===== src/rtl/word_serializer_pkg.sv =====
// Shared constants for the word serializer and its select-driven mux.
// The word width is tied to mux_32, so these are the only legal sizes.
package word_serializer_pkg;

  localparam int SER_WIDTH = 32;
  localparam int SER_SEL_W = $clog2(SER_WIDTH);

  typedef logic [0:0] state_t;

  localparam state_t ST_IDLE  = 1'b0;
  localparam state_t ST_SHIFT = 1'b1;

  // Map the beat counter onto a mux select; MSB-first walks the word downwards.
  function automatic logic [SER_SEL_W-1:0] bit_select(
    input logic [SER_SEL_W-1:0] count,
    input logic                 msb_first
  );
    if (msb_first) begin
      bit_select = ~count;
    end else begin
      bit_select = count;
    end
  endfunction

endpackage


===== src/rtl/mux_32.sv =====
// 32-to-1 single-bit multiplexer: y = options[sel].
module mux_32
  import word_serializer_pkg::*;
(
  input  logic [SER_SEL_W-1:0] sel,
  input  logic [SER_WIDTH-1:0] options,
  output logic                 y
);

  // Pick the selected option bit.
  always_comb begin
    y = options[sel];
  end

endmodule


===== src/rtl/word_serializer.sv =====
// Word-to-bit serializer: takes a 32-bit word over valid/ready and streams
// it one bit per accepted beat by sweeping a mux_32 select across a held
// copy of the word. The last beat of a word can accept the next word in the
// same cycle, so a held upstream valid streams without bubbles.
module word_serializer
  import word_serializer_pkg::*;
#(
  parameter int WIDTH     = SER_WIDTH,  // only 32 is legal while mux_32 is the selector
  parameter int SEL_W     = SER_SEL_W,
  parameter bit MSB_FIRST = 1'b0
) (
  input  logic             clk,
  input  logic             rst,
  input  logic             i_valid,
  output logic             i_ready,
  input  logic [WIDTH-1:0] i_data,
  output logic             o_valid,
  input  logic             o_ready,
  output logic             o_bit,
  output logic             o_last,
  output logic [SEL_W-1:0] o_sel
);

  localparam logic [SEL_W-1:0] COUNT_ZERO = SEL_W'(0);
  localparam logic [SEL_W-1:0] COUNT_ONE  = SEL_W'(1);
  localparam logic [SEL_W-1:0] COUNT_LAST = SEL_W'(WIDTH - 1);

  state_t           state_r;
  logic [SEL_W-1:0] count_r;
  logic [WIDTH-1:0] word_r;

  logic             shifting_s;
  logic             last_s;
  logic             ready_s;
  logic             accept_s;
  logic             beat_s;
  logic [SEL_W-1:0] sel_s;
  logic             bit_s;

  // Decode handshake qualifiers from the registered state.
  always_comb begin
    shifting_s = (state_r == ST_SHIFT);
    last_s     = shifting_s && (count_r == COUNT_LAST);
    ready_s    = (state_r == ST_IDLE) || (shifting_s && o_ready && last_s);
    accept_s   = i_valid && ready_s;
    beat_s     = shifting_s && o_ready;
    sel_s      = bit_select(count_r, MSB_FIRST);
  end

  mux_32 u_mux (
    .sel     (sel_s),
    .options (word_r),
    .y       (bit_s)
  );

  // Drive the ports from the decoded state and the mux output.
  always_comb begin
    i_ready = ready_s;
    o_valid = shifting_s;
    o_last  = last_s;
    o_sel   = sel_s;
    o_bit   = bit_s;
  end

  // FSM, beat counter and held word; the final beat may reload in place.
  always_ff @(posedge clk) begin
    if (rst) begin
      state_r <= ST_IDLE;
      count_r <= COUNT_ZERO;
      word_r  <= {WIDTH{1'b0}};
    end else begin
      case (state_r)
        ST_IDLE: begin
          if (accept_s) begin
            word_r  <= i_data;
            count_r <= COUNT_ZERO;
            state_r <= ST_SHIFT;
          end else begin
            count_r <= COUNT_ZERO;
          end
        end
        ST_SHIFT: begin
          if (beat_s) begin
            if (last_s) begin
              count_r <= COUNT_ZERO;
              if (accept_s) begin
                word_r  <= i_data;
                state_r <= ST_SHIFT;
              end else begin
                state_r <= ST_IDLE;
              end
            end else begin
              count_r <= count_r + COUNT_ONE;
            end
          end else begin
            count_r <= count_r;
          end
        end
        default: begin
          state_r <= ST_IDLE;
          count_r <= COUNT_ZERO;
        end
      endcase
    end
  end

endmodule


===== config.mk =====
export PLATFORM = sky130hd
export DESIGN_NAME = word_serializer
export DESIGN_NICKNAME = d
export VERILOG_FILES = /design/src/rtl/word_serializer_pkg.sv /design/src/rtl/mux_32.sv /design/src/rtl/word_serializer.sv
export SDC_FILE = /design/constraint.sdc
export NUM_CORES = 1
export LEC_CHECK = 0
export ABC_AREA = 1
export CORE_ASPECT_RATIO = 0.5
export CORE_MARGIN = 4
export CORE_UTILIZATION = 45
export CTS_BUF_LIST = sky130_fd_sc_hd__clkbuf_4 sky130_fd_sc_hd__clkbuf_8
export DETAILED_ROUTE_END_ITERATION = 10
export PLACE_DENSITY = 0.81
export SKIP_CTS_REPAIR_TIMING = 1
export SYNTH_ARGS = -nofsm -noshare
export SYNTH_HDL_FRONTEND = slang
export SYNTH_SLANG_ARGS = --single-unit

===== constraint.sdc =====
create_clock -name clk -period 2.1 [get_ports clk]
set_input_delay 0.525 -clock clk [delete_from_list [all_inputs] [get_ports clk]]
set_output_delay 0.525 -clock clk [all_outputs]
set_load 0.01 [all_outputs]

### Word level (Yosys, flattened, before mapping)

Index checks and enable logic that the tools add are counted.

| cells by class | value |
|---|---|
| add/sub/neg operators | 1 |
| magnitude comparators | 1 |
| equality and inequality tests | 3 |
| multiplexer cells | 13 |
| bitwise operators | 1 |
| reductions and logical operators | 6 |

Operators by type and width:

| kind | number |
|---|---|
| two-way mux 32 bit | 3 |
| case mux 32 bit (2 select lines) | 1 |
| two-way mux 5 bit | 2 |
| case mux 5 bit (2 select lines) | 1 |
| less-than comparator 5 x 6 -> 1 bit, second input constant | 1 |
| adder 5 x 1 -> 5 bit, second input constant | 1 |
| binary-select mux 1 bit (select 5 bit) | 1 |
| equality test 5 bit, second input constant | 1 |
| logical AND 1 bit | 4 |
| two-way mux 1 bit | 4 |
| inequality test 2 x 1 -> 1 bit, second input constant | 1 |
| inequality test 2 bit, second input constant | 1 |
| case mux 1 bit (2 select lines) | 1 |
| AND reduction 2 bit | 1 |
| logical OR 1 bit | 1 |
| inverter 1 bit | 1 |

| storage, ports and cells | value |
|---|---|
| register bits after elaboration | 38 |
| input bits | 36 |
| logic and storage cells | 28 |

### Logic depth before layout (Yosys ltp)

| logic depth | value |
|---|---|
| depth in word-level cells | 9 |
| depth in mapped cells | 12 |
| depth with buffers taken out | 11 |

### Modules after synthesis

Synthesis repeated with hierarchy kept, for this count alone.

| unflattened totals | value |
|---|---|
| cell total of the unflattened synthesis | 400 |
| area, all modules | 2362.3 um^2 |

By module, submodules not included:

| module | instances | cells an instance | area an instance (um^2) | seq. area each (um^2) |
|---|---|---|---|---|
| word_serializer | 1 | 322 | 1986.9 | 760.7 |
| mux_32 | 1 | 78 | 375.4 | 0.0 |

### Worst setup path after synthesis

Ideal clock, no wire load.

| timing | value |
|---|---|
| path kind | reg2out |
| start | register count_r[0], in the netlist o_sel[0] |
| end | output port i_ready |
| arrival time | 1.313 ns |
| required time | 1.575 ns |
| path slack | 0.262 ns |
| cell stages (with the launch flop) | 10 |
| buffers on the path | 1 |
| path through | dfxtp_1 -> ha_1 -> inv_1 -> nor2_1 -> ha_1 -> inv_1 -> nand2_1 -> nand2_4 -> inv_6 -> buf_4 |

| on the way | value |
|---|---|
| longest elaborated chain between the ends | 4 |

Ends and longest elaborated chain:

| item | line | source |
|---|---|---|
| start, declared | word_serializer.sv:29 | `logic [SEL_W-1:0] count_r;` |
| start signal, assigned | word_serializer.sv:93 | `count_r <= count_r + COUNT_ONE;` |
| start signal, assigned | word_serializer.sv:96 | `count_r <= count_r;` |
| equality test 5 bit | word_serializer.sv:43 | `last_s = shifting_s && (count_r == COUNT_LAST);` |
| logical AND 1 bit | word_serializer.sv:43 |  |
| logical AND 1 bit | word_serializer.sv:44 | `ready_s = (state_r == ST_IDLE) \|\| (shifting_s && o_ready && last_s);` |
| logical OR 1 bit | word_serializer.sv:44 |  |
| end, declared | word_serializer.sv:15 | `output logic i_ready,` |

Every way passes these cells.

### Worst setup path after layout

| timing | value |
|---|---|
| start | register count_r[1], in the netlist o_sel[1] |
| end | output port o_bit |

| on the way | value |
|---|---|
| longest elaborated chain between the ends | 2 |

Ends and longest elaborated chain:

| item | line | source |
|---|---|---|
| binary-select mux 1 bit (select 5 bit) | mux_32.sv:12 | `y = options[sel];` |
| two-way mux 1 bit (implied by the code) | mux_32.sv:12 |  |
| end, declared | word_serializer.sv:19 | `output logic o_bit,` |

Every way passes these cells. The select of a mux whose other input is x is not followed.

==> reports/results.tsv <==
metric	value	unit
skew	0.00542	ns
postSynth.asyncResetShare	0	%
cp.required	1.57	ns
dieArea	5800	µm²
min_period	2.14	ns
drc	0	
crit_chain	buf_6 > clkinvlp_4 > nand3_2 > nand3_1 > nand2_1 > nor2_1 > nand2_2 > nand2_2 > inv_2 > buf_6	
track_usage	18.4	%
grt_pass1_wl	8.79	mm
min_path_type	flop to flop	
setup.worst_path.start_class	flop	
antenna_found_initial	0	
ir_drop	0.287	mV
syn_area_per_cell	7.88	µm²
pre_cts_ws	-0.221	ns
holdWs	0.466	ns
violations	setup timing	
synth_warnings	0	
power_density	582	nW/µm²
synthDistinctLibCells	27	
relSlewSlack	76.6	%
num_io_pins	45	
seqPwrFrac	47.6	%
net-switching-power	452	µW
arrival	1.61	ns
final_util	64.6	%
drv_slew	0	
tritoncts	built	
yosysTopAreaCell	dfxtp_1	
dp.final_hpwl	3.70	mm
status	finished, violations left	
cap_viol_max_count	0	
hold_viol	0	
ys_seq_elements	38	
worst-path-max-fanout	8	
dr.first_iter.drc_count	76	
crit_type	flop to output port	
core_area	4400	µm²
clock_sinks	38	
rsz0062_at_grt	yes	
synth_edf_count	0	
syn_inst	262	
die_w	104	µm
wl_per_cell	14.1	µm
met1_usage	22.4	%
p_comb_share	19.9	%
fill_cells	364	
fin_crit_sh	102	%
synthesis.nets	300	
grt_pass1_vias	1920	
cts.clk_slew.worst_paths	0.08	ns
syn_area	2060	µm²
critical_path_buf_inv_count	4	
grt_start_max_net_pins	34	
p_int	1200	µW
max_stage_delay	0.36	ns
setup_ws	-0.0379	ns
synth.area.top_cells	dfxtp_1 (37%), nand3_1 (12%), a21oi_2 (12%)	
rrSetupSlack	0.15	ns
diodes	0	
postRouteAntennaNets	0	
drt-total-wl	5.35	mm
setup_viol	1	
fmax	0.468	GHz
start_util	46.9	%
crit_path_end_kind	output port	
critPathTopFamily	simple AND/OR/NAND/NOR gates	
drive_gt1_share	39.3	%
synthFlopType	dfxtp_1	
slowest_stage	dfxtp_2	
h-tree-depth	2	
use_met3	4.63	%
grt_use_met2	31.3	%
rows	17	
root_buffer	clkbuf_8	
nNetsFinal	358	
yosysSeqAreaShare	36.8	%
clk_path_buf_depth	2	
clock_latency	0.30	ns
dr_total_vias	1933	
sw_frac_of_total	27.3	%
grt.busiest_layer	met2	
grt_overflow_total	0	
numCtsBuffers	5	
die_h	55.9	µm
port_buffers	44	
flow.area_growth_from_synthesis	37.8	%
leakage	0.00108	µW
timing_worst_slew_pin_value	0.351	ns
place_congestion	0.893	
dr.pass1.iters	5	
p_clk_share	32.5	%
yosys.area.top_type_share	36.8	%
avgViaCountPerCell	5.11	
## Yosys cell counts, types with 2 or more instances
cell type and n:
nor2_1 11, a211oi_2 2, nand2_1 49, a21oi_2 28, nand2_2 29, buf_1 2
inv_1 13, buf_6 2, dfxtp_1 38, ha_1 2, nand4_1 3, a21oi_1 8
nand3_1 51, buf_12 3, buf_2 6, buf_4 4
## cell families (layout without fill, tap and decap cells)
| family | count (synthesis) | after routing | share of synthesized area [%] |
|---|---|---|---|
| compound gates | 39 | 39 | 15.3 |
| xor+xnor | 1 | 1 | 0.424 |
| fa+ha+maj | 2 | 2 | 1.21 |
| buf+inv | 34 | 93 | 10.7 |
| flops | 38 | 38 | 36.8 |
| simple gates | 148 | 148 | 35.5 |
## power by group through the flow
stage               Sequential, µW  Combinational [µW]  Clock (µW)
floorplan                      797                 201           0
global placement               801                 308           0
detailed placement             802                 316           0
CTS                            786                 319         545
global route                   791                 359         576
finish                         787                 329         538
## registers in the layout (all words and copies together), names as in the netlist
signal and count:
word_r 32, o_valid 1, o_sel 5
## tightest hold or removal path, delay by kind of cell (launching register included)
kind | cells | cell delay (ns)
AOI/OAI and AO/OA | 1 | 0.04
and+or+nand+nor | 1 | 0.07
DFF | 1 | 0.32
## cell type report
| cell class | count | area (µm²) | area share [%] |
|---|---|---|---|
| clock buffer | 7 | 90.1 | 3.17 |
| clock inverter | 1 | 5.00 | 0.176 |
| inverter | 16 | 76.3 | 2.68 |
| multi-input combinational | 190 | 1150 | 40.6 |
| sequential | 38 | 763 | 26.8 |
| tap | 57 | 71.3 | 2.51 |
| timing repair buffer | 69 | 684 | 24.1 |
## path summary, 6_finish.rpt
check,startpoint,end,cells after the start
max reg2reg,o_sel[0],word_r[29],13
min reg2reg,word_r[31],word_r[31],2
max,o_sel[1],o_bit,10
min,word_r[31],word_r[31],2
## stage by stage
stage	cells	total power (µW)	cell area (µm²)	setup TNS (ns)
6_report	378	1650	2850	-0.0379
5_1_grt	378	1730	2850	-0.275
4_1_cts	377	1650	2760	-1.45
3_5_place_dp	369	1120	2660	-1.23
3_3_place_gp	369	1110	2660	-0.456
2_1_floorplan	262	998	2060	0
## placed cells by master (no fill, tap or decap), types with 2 or more instances in the layout
cell type	count
nand3_1	43
nand2_2	36
clkbuf_8	6
clkbuf_2	2
inv_2	2
nand4_1	3
nor2_1	10
buf_6	3
dfxtp_1	36
a211oi_2	2
inv_1	11
nand2_1	42
a21oi_1	7
clkdlybuf4s50_1	40
a21oi_2	29
ha_2	2
dfxtp_2	2
buf_4	18
buf_12	5
nand3_2	8
## routing by layer
metal  wire (µm)  part of all wire (%)
met3         236                   4.4
met4          70                   1.3
met1        2390                    45
met2        2650                    50
met5           0                     0
(Power assumes the default switching activity.)
